$ cat config.mk
export PLATFORM = sky130hd
export DESIGN_NAME = instr_encoder_loader_flat
export DESIGN_NICKNAME = d
export VERILOG_FILES = /design/src/rtl/instr_pkg.sv /design/src/rtl/instr_encoder_loader_if.sv /design/src/rtl/instr_field_packer.sv /design/src/rtl/instr_encoder_loader.sv /design/src/flat_wrapper.sv
export SDC_FILE = /design/constraint.sdc
export NUM_CORES = 1
export LEC_CHECK = 0
export BUFFER_PORTS_ARGS = -buffer_cell sky130_fd_sc_hd__buf_2
export CAP_MARGIN = 20
export CORE_MARGIN = 3
export CORE_UTILIZATION = 40
export DETAILED_ROUTE_END_ITERATION = 16
export MAX_ROUTING_LAYER = met4
export PLACE_DENSITY = 0.59
export SETUP_SLACK_MARGIN = 0.5
export SLEW_MARGIN = 20
export SYNTH_ARGS = -nofsm -noshare
export SYNTH_HDL_FRONTEND = slang
export SYNTH_HIERARCHICAL = 1
export SYNTH_SLANG_ARGS = --single-unit
$ cat constraint.sdc
create_clock -name clk -period 6.38 [get_ports clk]
set_input_delay 0.957 -clock clk [delete_from_list [all_inputs] [get_ports clk]]
set_output_delay 0.957 -clock clk [all_outputs]
set_load 0.05 [all_outputs]
$ cat src/rtl/instr_pkg.sv
// Shared instruction-set constants for the 16-bit CPU.
// Both the encoder/loader and the opcode decoder import this package.
package instr_pkg;

    localparam logic [4:0] OP_MV    = 5'b00000;
    localparam logic [4:0] OP_ADD   = 5'b00001;
    localparam logic [4:0] OP_SUB   = 5'b00010;
    localparam logic [4:0] OP_CMP   = 5'b00011;
    localparam logic [4:0] OP_LD    = 5'b00100;
    localparam logic [4:0] OP_ST    = 5'b00101;
    localparam logic [4:0] OP_JR    = 5'b01000;
    localparam logic [4:0] OP_JZR   = 5'b01001;
    localparam logic [4:0] OP_JNR   = 5'b01010;
    localparam logic [4:0] OP_CALLR = 5'b01100;
    localparam logic [4:0] OP_MVI   = 5'b10000;
    localparam logic [4:0] OP_ADDI  = 5'b10001;
    localparam logic [4:0] OP_SUBI  = 5'b10010;
    localparam logic [4:0] OP_CMPI  = 5'b10011;
    localparam logic [4:0] OP_MVHI  = 5'b10110;
    localparam logic [4:0] OP_J     = 5'b11000;
    localparam logic [4:0] OP_JZ    = 5'b11001;
    localparam logic [4:0] OP_JN    = 5'b11010;
    localparam logic [4:0] OP_CALL  = 5'b11100;

    // Field positions inside the instruction word
    localparam int OPC_LSB  = 0;
    localparam int RX_LSB   = 5;
    localparam int RY_LSB   = 8;
    localparam int IMM8_LSB = 8;
    localparam int BR_LSB   = 5;
    localparam int BR_W     = 11;

    typedef enum logic [1:0] {
        ERR_NONE   = 2'b00,
        ERR_OPCODE = 2'b01,
        ERR_IMM    = 2'b10,
        ERR_BRANCH = 2'b11
    } err_code_e;

    typedef enum logic [1:0] {
        ST_IDLE = 2'b00,
        ST_RUN  = 2'b01,
        ST_FULL = 2'b10
    } state_e;

endpackage

$ cat src/rtl/instr_encoder_loader_if.sv
// Symbolic instruction request channel (valid/ready) from harness to loader.
interface instr_encoder_loader_if;
    logic        in_valid;
    logic        in_ready;
    logic [4:0]  in_opcode;
    logic [2:0]  in_rx;
    logic [2:0]  in_ry;
    logic [15:0] in_imm;

    modport master (
        output in_valid, in_opcode, in_rx, in_ry, in_imm,
        input  in_ready
    );

    modport slave (
        input  in_valid, in_opcode, in_rx, in_ry, in_imm,
        output in_ready
    );
endinterface

$ cat src/rtl/instr_field_packer.sv
// Combinational packer: turns one symbolic request into a 16-bit word,
// or flags why it cannot be encoded.
module instr_field_packer
    import instr_pkg::*;
#(
    parameter int AW = 16
) (
    input  logic [4:0]    opcode,
    input  logic [2:0]    rx,
    input  logic [2:0]    ry,
    input  logic [15:0]   imm,
    input  logic [AW-1:0] addr,
    output logic [15:0]   word,
    output logic          err,
    output err_code_e     err_code
);

    // Wide enough that target - (addr + 2) never overflows
    localparam int BW = ((AW > 16) ? AW : 16) + 2;

    logic [BW-1:0] target;
    logic [BW-1:0] next_pc;
    logic [BW-1:0] diff;
    logic [BW-1:0] offset;
    logic          imm8_ok;
    logic          offset_ok;

    always_comb begin
        target    = BW'(imm);
        next_pc   = BW'(addr) + BW'(2);
        diff      = target - next_pc;
        offset    = BW'($signed(diff) >>> 1);
        imm8_ok   = (imm[15:7] == '0) || (imm[15:7] == '1);
        offset_ok = (offset[BW-1:10] == '0) || (offset[BW-1:10] == '1);

        word     = '0;
        err      = 1'b0;
        err_code = ERR_NONE;
        word[OPC_LSB +: 5] = opcode;

        case (opcode)
            OP_MV, OP_ADD, OP_SUB, OP_CMP, OP_LD, OP_ST: begin
                word[RX_LSB +: 3] = rx;
                word[RY_LSB +: 3] = ry;
            end
            OP_JR, OP_JZR, OP_JNR, OP_CALLR: begin
                word[RX_LSB +: 3] = rx;
            end
            OP_MVI, OP_ADDI, OP_SUBI, OP_CMPI: begin
                word[RX_LSB +: 3]   = rx;
                word[IMM8_LSB +: 8] = imm[7:0];
                if (!imm8_ok) begin
                    err      = 1'b1;
                    err_code = ERR_IMM;
                end
            end
            OP_MVHI: begin
                word[RX_LSB +: 3]   = rx;
                word[IMM8_LSB +: 8] = imm[15:8];
                if (imm[7:0] != 8'h00) begin
                    err      = 1'b1;
                    err_code = ERR_IMM;
                end
            end
            OP_J, OP_JZ, OP_JN, OP_CALL: begin
                word[BR_LSB +: BR_W] = offset[BR_W-1:0];
                if (imm[0] || !offset_ok) begin
                    err      = 1'b1;
                    err_code = ERR_BRANCH;
                end
            end
            default: begin
                err      = 1'b1;
                err_code = ERR_OPCODE;
            end
        endcase
    end

endmodule

$ cat src/rtl/instr_encoder_loader.sv
// Program loader: encodes accepted requests and writes them sequentially
// into instruction memory from BASE_ADDR, two bytes per word.
//
// state   | meaning
// --------+-----------------------------------------------------------
// ST_IDLE | after reset, no load in progress, requests not accepted
// ST_RUN  | loading; requests accepted while start is low
// ST_FULL | END_ADDR written; requests refused until the next start
module instr_encoder_loader
    import instr_pkg::*;
#(
    parameter int            AW        = 16,
    parameter logic [AW-1:0] BASE_ADDR = '0,
    parameter logic [AW-1:0] END_ADDR  = AW'(16'hFFFE)
) (
    input  logic                   clk,
    input  logic                   reset,
    input  logic                   start,
    instr_encoder_loader_if.slave  req,
    output logic [AW-1:0]          mem_addr,
    output logic [15:0]            mem_wdata,
    output logic                   mem_we,
    output logic                   err,
    output logic [1:0]             err_code,
    output logic [AW-1:0]          word_count,
    output logic                   full
);

    state_e        state;
    logic [AW-1:0] ptr;
    logic          we_q;
    logic          accept;
    logic [15:0]   pk_word;
    logic          pk_err;
    err_code_e     pk_code;

    assign req.in_ready = (state == ST_RUN) && !start;
    assign accept       = req.in_valid && req.in_ready;
    // A start in the cycle after an accept cancels that write
    assign mem_we       = we_q && !start;

    instr_field_packer #(.AW(AW)) u_packer (
        .opcode   (req.in_opcode),
        .rx       (req.in_rx),
        .ry       (req.in_ry),
        .imm      (req.in_imm),
        .addr     (ptr),
        .word     (pk_word),
        .err      (pk_err),
        .err_code (pk_code)
    );

    always_ff @(posedge clk) begin
        if (reset) begin
            state      <= ST_IDLE;
            ptr        <= BASE_ADDR;
            word_count <= '0;
            full       <= 1'b0;
            we_q       <= 1'b0;
            mem_addr   <= '0;
            mem_wdata  <= '0;
            err        <= 1'b0;
            err_code   <= 2'b00;
        end else begin
            we_q <= 1'b0;
            err  <= 1'b0;
            if (start) begin
                state      <= ST_RUN;
                ptr        <= BASE_ADDR;
                word_count <= '0;
                full       <= 1'b0;
            end else if (accept) begin
                if (pk_err) begin
                    err      <= 1'b1;
                    err_code <= pk_code;
                end else begin
                    we_q      <= 1'b1;
                    mem_addr  <= ptr;
                    mem_wdata <= pk_word;
                    if (word_count != '1) begin
                        word_count <= word_count + AW'(1);
                    end
                    // Pointer parks on END_ADDR rather than running past it
                    if (ptr == END_ADDR) begin
                        full  <= 1'b1;
                        state <= ST_FULL;
                    end else begin
                        ptr <= ptr + AW'(2);
                    end
                end
            end
        end
    end

endmodule

$ cat src/flat_wrapper.sv
// flat-port wrapper written by rule: the top's interface ports become plain ports
module instr_encoder_loader_flat import instr_pkg::*;
#(
    parameter int            AW        = 16,
    parameter logic [AW-1:0] BASE_ADDR = '0,
    parameter logic [AW-1:0] END_ADDR  = AW'(16'hFFFE)
)
  (clk, reset, start, mem_addr, mem_wdata, mem_we, err, err_code, word_count, full, req_in_valid, req_in_opcode, req_in_rx, req_in_ry, req_in_imm, req_in_ready);
  instr_encoder_loader_if req_i ();
  input  logic clk;
  input  logic reset;
  input  logic start;
  output logic [AW-1:0] mem_addr;
  output logic [15:0] mem_wdata;
  output logic mem_we;
  output logic err;
  output logic [1:0] err_code;
  output logic [AW-1:0] word_count;
  output logic full;
  input wire logic [$bits(req_i.in_valid)-1:0] req_in_valid;
  input wire logic [$bits(req_i.in_opcode)-1:0] req_in_opcode;
  input wire logic [$bits(req_i.in_rx)-1:0] req_in_rx;
  input wire logic [$bits(req_i.in_ry)-1:0] req_in_ry;
  input wire logic [$bits(req_i.in_imm)-1:0] req_in_imm;
  output wire logic [$bits(req_i.in_ready)-1:0] req_in_ready;
  assign req_i.in_valid = req_in_valid;
  assign req_i.in_opcode = req_in_opcode;
  assign req_i.in_rx = req_in_rx;
  assign req_i.in_ry = req_in_ry;
  assign req_i.in_imm = req_in_imm;
  assign req_in_ready = req_i.in_ready;
  instr_encoder_loader #(.AW(AW), .BASE_ADDR(BASE_ADDR), .END_ADDR(END_ADDR)) u_core (.clk(clk), .reset(reset), .start(start), .req(req_i), .mem_addr(mem_addr), .mem_wdata(mem_wdata), .mem_we(mem_we), .err(err), .err_code(err_code), .word_count(word_count), .full(full));
endmodule
### Yosys cells after proc, flatten, opt, wreduce, memory -nomap -nowiden

Index checks and enable logic that the tools add are counted.

* register bits after elaboration: 70
* bits in latches: 0
* memory bits (writable): 0
* bits in read-only memories: 0
* bits of input ports: 31
* output and inout bits: 54
* word-level logic and storage cells: 85
* memories kept: 0

* add/subtract/negate cells: 4
* $mul: 0
* div/mod/pow operators: 0
* magnitude comparators: 0
* equal/unequal tests: 24
* shift-type cells: 0
* multiplexer cells: 17
* bitwise gates (word level): 4
* reduce and logical (&&, ||, !) cells: 27

Operators by type and width (number)
* 5-bit equality test, second input constant: 9
* 5-bit by 4-bit equality test with 1-bit output, second input constant: 4
* 3-bit AND reduction: 6
* 16-bit by 18-bit subtractor with 18-bit output: 1
* 16-bit by 2-bit adder with 17-bit output, second input constant: 1
* 16-bit by 1-bit adder with 16-bit output, second input constant: 1
* 16-bit by 2-bit adder with 16-bit output, second input constant: 1
* 16-bit equality test, second input constant: 1
* 16-bit != test, second input constant: 1
* 5-bit case mux with 3 select lines: 1
* 15-bit OR reduction: 1
* 3-bit case mux with 4 select lines: 1
* 5-bit by 2-bit equality test with 1-bit output, second input constant: 2
* 5-bit by 3-bit equality test with 1-bit output, second input constant: 2
* 10-bit OR reduction: 1
* 9-bit equality test, second input constant: 1
* 9-bit logical NOT: 1
* 1-bit two-way mux: 9
* 8-bit equality test, second input constant: 1
* 8-bit logical NOT: 1
* 2-bit case mux with 4 select lines: 1
* 8-bit nonzero test: 1
* 4-bit OR reduction: 2
* 2-bit two-way mux: 3
* 14 further kinds: 23

### Logic depth before layout (Yosys ltp)

Gate-level depths: netlist of run 1.

* depth in word-level cells: 11
* gate-level depth with buffers: 19
* depth with buffers taken out: 16

### By module

The synthesis of run 1 kept the hierarchy.

Modules (own cells, without submodules)
* instr_encoder_loader: times used 1, cells each 366, area each 3005.4 um^2
* instr_field_packer: times used 1, cells each 263, area each 1695.4 um^2

### Worst setup path after synthesis of run 1

OpenSTA, ideal clock, no wires.

* path type: input to register
* start: input port req_in_imm[1]
* end: register u_core.ptr[12]
* arrival: 4708 ps
* slack: 1602 ps
* stages on the path: 17
* path buffers: 1
* path through: inv_1 -> ha_1 -> inv_1 -> ha_1 -> fa_1 -> a21o_1 -> a221oi_2 -> o211ai_1 -> xnor2_2 -> o21bai_2 -> nor4_1 -> o21ai_1 -> clkbuf_2 -> nand3b_1 -> or4_4 -> or4_1 -> a21oi_1

* longest elaborated chain between the ends: 9
* elaborated cells on any way between the ends: 12
* classes of those cells: add/sub (1); eq/ne (1); mux (3); bitwise (1); reduce/logical (6)

Ends and longest elaborated chain
* start, declared: line flat_wrapper.sv:24 `input wire logic [$bits(req_i.in_imm)-1:0] req_in_imm;`
* 16-bit by 18-bit subtractor with 18-bit output: line instr_field_packer.sv:31 `diff = target - next_pc;`
* 8-bit equality test / 8-bit logical NOT (equally long branches): line instr_field_packer.sv:34 `offset_ok = (offset[BW-1:10] == '0) || (offset[BW-1:10] == '1);`
* 1-bit logical OR: line instr_field_packer.sv:34
* 1-bit logical NOT: line instr_field_packer.sv:67 `if (imm[0] || !offset_ok) begin`
* 1-bit logical OR: line instr_field_packer.sv:67
* 1-bit two-way mux: line instr_field_packer.sv:67
* 1-bit case mux with 4 select lines *: line instr_field_packer.sv:41 `case (opcode)`
* named net u_core.pk_err: line instr_encoder_loader.sv:34 `logic pk_err;`
* 1-bit inverter (no source line) *
* 3-bit AND reduction (no source line) *
* end signal, assigned: line instr_encoder_loader.sv:88 `ptr <= ptr + AW'(2);`
* end, declared: line instr_encoder_loader.sv:30 `logic [AW-1:0] ptr;`

The timed path passes the listed nets; every way through them passes the cells marked *.
A chain may end at the register's enable or synchronous reset.

### Final worst setup path of run 1

Ends and elaborated chain as after synthesis.

==> impl_metrics.toml, run 1 <==
[outcome]
status = "finished clean"

[global_route]
grt_pass1_wl_mm = 22.3
grt_pass1_vias = 4300
grt_use_total_pct = 21.8
grt.overflow.total = 0
grt_max_degree = 52
antenna_found_initial = 0

[worst_setup_path]
cp.required_ns = 6.63
worst-r2r-setup-slack_ns = 1.36
critPathMaxFanout = 8
crit_chain = "buf_2, inv_1, ha_1, inv_1, ha_1, fa_1, a21o_1, a221oi_2, o211ai_1, xnor2_2, o21bai_2, nor4_1, o21ai_1, nand3b_1, or4_4, or4_1, a21oi_1"
end_kind = "register"
path_buf_inv = 3
slowest_stage = "or4_1"
critPathTopFamily = "simple AND/OR/NAND/NOR gates"
start_kind = "input port"
critPathArrivalTime_ns = 5.50
slowest_delay_ns = 0.49
critPathKind = "input port to register"

[drt]
drtAntennaViolNets = 0
drcViolationCount = 0
routed_wl_mm = 14.1
vias_per_cell = 5.77
firstDrtPassIters = 5
wl_per_cell_um = 16.9
first_iter_violations = 373
route.vias.total = 4816

[clocking]
clkLatencyLatePin_ns = 0.32
clockBufferDepth = 2
clockRootBuffer = "clkbuf_16"
post-cts-setup-buffer-count = 0
clkTransAtPathRegs_ns = 0.06
cts_buffers = 9
htreeDepth = 3
cts_resized = 0
cts_tree = "yes"
hold_buffers = 0
clock_sinks = 68

[cells_and_area]
fin_nets = 753
final_common_cell = "nand2_1"
area_growth_pct = 15.5
multi_input_area_um2 = 2940
ff_latch_area_um2 = 1360
drive_gt1_share_pct = 16.9
diodes = 0
n_fill_cell = 1140
final_cell_mix = "116 x nand2_1, 83 x buf_2, 74 x a21oi_1"

[place]
portBuffers = 83
pre_cts_ws_ns = 0.893
dp_hpwl_mm = 10.4
gp_congestion = 0.922

[pwr]
p_sw_share_pct = 25.6
comb_power_share_pct = 13.7
p_total_w = 0.00108
p_switching_w = 0.000275
intPower_w = 0.000800
vdd_drop_max_mv = 0.210
leakagePower_nw = 2.23
powerDensity_nw_per_um2 = 198
p_clk_share_pct = 46.4
p_seq_share_pct = 39.9

[timing]
period_share_pct = 82.4
rsz0062_at_grt = "false"
skew_ns = 0.00567
tightest_slew_ns = 0.882
fin_crit_ns = 5.26
finalMaxSlewViolations = 0
setup_violations = 0
fin_tns_setup_ns = 0
holdWs_ns = 0.451
max_freq_mhz = 190
slew_headroom_pct = 40.7
hold_viol = 0
setup_ws_ns = 1.12

[logic_synthesis]
synthCells = 629
netlist_top_cells_area = "dfxtp_1 29%, nand2_1 9.3%, ha_1 8.5%, a21oi_1 7.9%, inv_1 4.6%"
synth_area_leader_cell = "dfxtp_1"
synth.cell_area_um2 = 4700
synthFlopType = "dfxtp_1"
synth-async-reset-ratio_pct = 0
ys.warnings.count = 6
ys_ff_latch = 68
synth_edf_count = 0
synth_cell_types = 70
ys_seq_area_share_pct = 29.0
synth.avg_cell_area_um2 = 7.47
synth.top_cell.area_share_pct = 29.0

[floorplan]
ios = 85
die_y_um = 114
die_w_um = 114
dieArea_um2 = 13100
coreArea_um2 = 11200
rows = 38
start_util_pct = 42.1

[flow_run]
drv_cap = 0

[hold_path]
worst_hold_path_type = "register to register"
## layout make-up
cell class                 count  area share [%]
timing repair buffer          86            8.07
multi-input combinational    467            54.1
clock inverter                 4           0.876
inverter                      57            3.94
tap                          140            3.23
sequential                    68            25.1
clock buffer                  12            4.73
## synth_stat cells (9+ instances only)
cell type and instances:
mux2i_1 12, nor4_1 11, nand3_1 19, a21oi_1 74, dfxtp_1 68, ha_1 32
nand2_1 116, clkbuf_1 14, buf_2 9, nand4_1 16, inv_1 57, o31ai_1 9
or3_1 12, o21ai_0 17, or4_1 11, nor2_1 24
## power groups by stage
| stage | logic [W] | clock network, W | registers (W) |
|---|---|---|---|
| after floorplan | 0.000100 | 0 | 0.000444 |
| after detailed placement | 0.000145 | 0 | 0.000438 |
| after global placement | 0.000144 | 0 | 0.000438 |
| after CTS | 0.000146 | 0.000509 | 0.000429 |
| final | 0.000147 | 0.000499 | 0.000429 |
| after global routing | 0.000162 | 0.000528 | 0.000429 |
## flip-flops by register name, indices dropped and copies added (netlist names)
name,flops
u_core/ptr,15
u_core/err_code,2
u_core/err,1
u_core/mem_wdata,16
u_core/state,2
u_core/word_count,16
u_core/we_q,1
u_core/mem_addr,15
## layer usage
layer  wire, um  GRT usage, %  up-vias
met4        322          6.73        0
met5          0             -        -
met2       6110          31.6      171
met3        872          3.81       19
met1       6760          30.9     2249
li1           -             -     2377
## stage by stage
| stage | cell area (um^2) | util (%) | cells |
|---|---|---|---|
| floorplan | 4700 | - | 630 |
| global placement | 5120 | 45.8 | 817 |
| detailed placement | 5120 | 45.9 | 818 |
| CTS | 5430 | 48.6 | 834 |
| global route | 5430 | 48.6 | 834 |
| finish | 5430 | 48.6 | 834 |
## path summary, 6_finish.rpt
path	from	endpoint	depth (start not counted)
setup / recovery	req_in_imm[1]	u_core/ptr[12]	17
hold / removal	u_core/mem_wdata[4]	u_core/mem_wdata[4]	2
hold reg to reg	u_core/mem_wdata[4]	u_core/mem_wdata[4]	2
setup reg to reg	u_core/ptr[1]	u_core/ptr[12]	15
## logic make-up after synthesis
| group | synth area share, % |
|---|---|
| other | 0.0798 |
| adders and majority gates | 8.94 |
| DFF | 29.0 |
| muxes | 2.56 |
| AOI/OAI and AO/OA | 22.6 |
| xor gates and xnor gates | 2.02 |
| buffers and inverters | 8.73 |
| and+or+nand+nor | 26.1 |
## worst min-delay path, stage by stage, from the launching register on
cell	delay, ns
dfxtp_1	0.30
nand2_1	0.05
a21oi_1	0.05
Note: power is estimated with default switching activity, not from simulation.
==> inputs of run 2 (changes only) <==
Clock period 6.38 ns to 5.46 ns, I/O delays scaled along.
==> impl_metrics.toml, run 2 (same netlist as run 1, synthesis figures left out) <==
[clocking]
clock_sinks = 68
cts_tree = "yes"
cts_buffers = 9
cts_resized = 0
clockRootBuffer = "clkbuf_16"
post-cts-setup-buffer-count = 0
clockBufferDepth = 2
clkTransAtPathRegs_ns = 0.05
htreeDepth = 3
clkLatencyLatePin_ns = 0.33
hold_buffers = 0

[pwr]
comb_power_share_pct = 14.1
p_seq_share_pct = 40.7
intPower_w = 0.000910
p_total_w = 0.00123
p_clk_share_pct = 45.1
leakagePower_nw = 2.24
vdd_drop_max_mv = 0.206
p_switching_w = 0.000320
p_sw_share_pct = 26.0
powerDensity_nw_per_um2 = 226

[global_route]
grt_max_degree = 47
grt_pass1_wl_mm = 21.9
grt.overflow.total = 0
antenna_found_initial = 0
grt_use_total_pct = 21.5
grt_pass1_vias = 4291

[floorplan]
coreArea_um2 = 11200
die_w_um = 114
rows = 38
ios = 85
die_y_um = 114
start_util_pct = 42.1
dieArea_um2 = 13100

[timing]
skew_ns = 0.00478
rsz0062_at_grt = "false"
fin_crit_ns = 4.65
tightest_slew_ns = 0.876
finalMaxSlewViolations = 0
hold_viol = 0
setup_ws_ns = 0.809
period_share_pct = 85.2
slew_headroom_pct = 41.2
setup_violations = 0
fin_tns_setup_ns = 0
max_freq_mhz = 215

[place]
dp_hpwl_mm = 10.4
portBuffers = 83
pre_cts_ws_ns = 0.306
gp_congestion = 0.923
placed_area_um2 = 5160

[worst_setup_path]
critPathTopFamily = "compound AO/OA/AOI/OAI gates"
path_buf_inv = 5
slowest_delay_ns = 0.56
critPathArrivalTime_ns = 4.90
cp_common_cell = "inv_1"
slowest_stage = "or4_1"
worst-r2r-setup-slack_ns = 1.08
end_kind = "register"
cp.required_ns = 5.71
start_kind = "input port"
critPathKind = "input port to register"
critPathMaxFanout = 9
crit_chain = "buf_2, inv_1, ha_1, inv_1, ha_1, fa_1, a21o_1, a221oi_2, buf_4, o211ai_1, xnor2_2, nand4_1, o41ai_2, o21ai_2, inv_1, nand4_1, or4_1, a21oi_1"

[cells_and_area]
diodes = 0
area_growth_pct = 15.9
multi_input_area_um2 = 2950
final_cell_mix = "116 x nand2_1, 83 x buf_2, 74 x a21oi_1"
n_fill_cell = 1154
reg_top3 = "u_core/mem_wdata (16), u_core/word_count (16)"
postLayoutCoreUtil_pct = 48.8
fin_nets = 757
drive_gt1_share_pct = 17.5
postLayoutCellArea_um2 = 5450
ff_latch_area_um2 = 1360
final_common_cell = "nand2_1"

[drt]
drcViolationCount = 0
routed_wl_mm = 13.9
first_iter_violations = 295
route.vias.total = 4812
vias_per_cell = 5.75
firstDrtPassIters = 5
drtAntennaViolNets = 0
wl_per_cell_um = 16.6

[hold_path]
worst_hold_path_type = "register to register"

[flow_run]
drv_cap = 0

[outcome]
status = "finished clean"
## run 2: cell count changes in the layout (fill, tap and decap cells not counted), sizes merged
cell	previous run	this run
clkbuf	12	11
buf	86	90
## run 2: layer usage
layer  part of all wire [%]  track usage, %
met1                     49            29.8
met2                     44            31.9
met3                    5.7            4.23
met4                    1.1            5.94
met5                      0               -
## run 2: area by class of cell
| cell class | instances | share of cell area, % |
|---|---|---|
| inverter | 57 | 3.93 |
| clock buffer | 11 | 4.27 |
| sequential | 68 | 25.0 |
| clock inverter | 4 | 0.941 |
| timing repair buffer | 90 | 8.59 |
| tap | 140 | 3.21 |
| multi-input combinational | 467 | 54.1 |
## run 2: worst register-to-register path: cells and delay by family (launching register included)
kind,cells,cell delay (ns)
AOI/OAI and AO/OA,6,1.35
xor gates and xnor gates,1,0.21
adders and majority gates,3,0.93
buffers and inverters,3,0.46
DFF,1,0.34
and+or+nand+nor,3,1.03
## run 2: stage by stage
step                      instances  hold WS, ns
after global placement          822        0.440
after floorplan                 630        0.473
after detailed placement        822        0.447
after CTS                       837        0.455
final                           837        0.451
after global routing            837        0.477
## run 2: path summary, 6_finish.rpt
path,startpoint,to,depth (start not counted)
worst max register to register,u_core/ptr[1],u_core/ptr[13],16
worst max-delay path,req_in_imm[1],u_core/ptr[13],18
worst min-delay path,u_core/mem_wdata[1],u_core/mem_wdata[1],2
worst min register to register,u_core/mem_wdata[1],u_core/mem_wdata[1],2
## run 2: power by group through the flow
stage | combinational [W] | clock, W | sequential, W
final | 0.000174 | 0.000555 | 0.000501
after global routing | 0.000191 | 0.000589 | 0.000501
after CTS | 0.000171 | 0.000568 | 0.000501
after detailed placement | 0.000171 | 0 | 0.000512
after global placement | 0.000169 | 0 | 0.000512
after floorplan | 0.000117 | 0 | 0.000519
==> inputs of run 3 (changes only) <==
Clock period 5.46 ns to 5.2 ns, I/O delays scaled along.
==> impl_metrics.toml, run 3 (same netlist as run 1, synthesis figures left out) <==
[pwr]
intPower_w = 0.000925
comb_power_share_pct = 15.3
p_seq_share_pct = 41.3
p_switching_w = 0.000350
powerDensity_nw_per_um2 = 229
p_sw_share_pct = 27.4
leakagePower_nw = 2.29
p_clk_share_pct = 43.4
p_total_w = 0.00128
vdd_drop_max_mv = 0.197

[clocking]
clockRootBuffer = "clkbuf_16"
clock_sinks = 68
cts_buffers = 9
hold_buffers = 0
clockBufferDepth = 2
clkTransAtPathRegs_ns = 0.06
htreeDepth = 3
clkLatencyLatePin_ns = 0.33
cts_tree = "yes"

[timing]
skew_ns = 0.00654
hold_viol = 0
slew_headroom_pct = 43.9
fin_tns_setup_ns = 0
finalMaxSlewViolations = 0
setup_ws_ns = 0.698
tightest_slew_ns = 0.841
setup_violations = 0
max_freq_mhz = 222
rsz0062_at_grt = "false"
period_share_pct = 86.6
fin_crit_ns = 4.50
holdWs_ns = 0.453

[cells_and_area]
area_growth_pct = 18.3
multi_input_area_um2 = 2990
diodes = 0
final_common_cell = "nand2_1"
n_fill_cell = 1138
final_cell_mix = "115 x nand2_1, 83 x buf_2, 74 x a21oi_1"
ff_latch_area_um2 = 1360
fin_nets = 768
reg_top3 = "u_core/mem_wdata (16), u_core/word_count (16)"
drive_gt1_share_pct = 19.2

[worst_setup_path]
critPathMaxFanout = 6
end_kind = "register"
cp.required_ns = 5.46
critPathKind = "input port to register"
critPathArrivalTime_ns = 4.76
start_kind = "input port"

[floorplan]
die_w_um = 114
dieArea_um2 = 13100
rows = 38
ios = 85
start_util_pct = 42.1
coreArea_um2 = 11200
die_y_um = 114

[global_route]
grt_pass1_vias = 4401
grt_max_degree = 47
grt.overflow.total = 0
grt_use_total_pct = 22.1
grt_pass1_wl_mm = 22.6
antenna_found_initial = 0

[drt]
drcViolationCount = 0
drtAntennaViolNets = 0
firstDrtPassIters = 5
vias_per_cell = 5.71
first_iter_violations = 343
route.vias.total = 4839
wl_per_cell_um = 16.8
routed_wl_mm = 14.2

[outcome]
status = "finished clean"

[place]
gp_congestion = 0.921
dp_hpwl_mm = 10.6
pre_cts_ws_ns = 0.168
portBuffers = 83

[hold_path]
worst_hold_path_type = "register to register"

[flow_run]
drv_cap = 0
[run 3: final timing paths]
check                             to          startpoint  slack [ns]  cells after the start
hold / removal    u_core/mem_addr[8]  u_core/mem_addr[8]        0.45                      2
setup reg to reg      u_core/ptr[12]       u_core/ptr[3]        0.86                     14
setup / recovery      u_core/ptr[12]       req_in_imm[1]        0.70                     17
hold reg to reg   u_core/mem_addr[8]  u_core/mem_addr[8]        0.45                      2
[run 3: through the flow]
step	std cells	util (%)	instance area [um^2]
after floorplan	630	-	4700
after global placement	826	46.4	5180
after detailed placement	826	46.4	5180
after CTS	841	48.9	5460
after global routing	848	49.8	5560
final	848	49.8	5560
[run 3: area by class of cell]
class	instances	area share, %
Clock buffer	11	4.36
Clock inverter	4	0.472
Inverter	57	3.85
Multi-Input combinational cell	467	53.8
Sequential cell	68	24.5
Tap cell	140	3.15
Timing Repair Buffer	101	9.90
[run 3: critical path, cell delays in order]
cell and delay, ns:
buf_2 0.10, inv_1 0.04, ha_1 0.26, inv_1 0.04
ha_1 0.23, fa_2 0.36, a21o_1 0.21, a221oi_4 0.34
o211ai_1 0.18, xnor2_2 0.24, nand4_1 0.17, o41ai_4 0.44
o21ai_4 0.12, nand3b_1 0.17, or4_4 0.45, or4_1 0.48
a21oi_1 0.15
[run 3: power by group through the flow]
stage	sequential [W]	combinational [W]	clock, W
floorplan	0.000544	0.000123	0
global placement	0.000537	0.000181	0
detailed placement	0.000537	0.000183	0
CTS	0.000526	0.000186	0.000562
global route	0.000526	0.000215	0.000590
finish	0.000526	0.000196	0.000554
[run 3: timing repair]
item / in CTS / in global routing
cloned: 0 / 0
pin swaps: 0 / 6
gates resized for setup: 1 / 7
buffers inserted: 0 / 7
setup endpoints to repair: 1 / 49
[run 3: layer usage]
metal / global-route usage [%] / up-vias / wire, um
li1: - / 2408 / -
met1: 30.6 / 2253 / 6760
met2: 33.7 / 170 / 6420
met3: 4.39 / 8 / 946
met4: 4.35 / 0 / 102
met5: - / - / 0
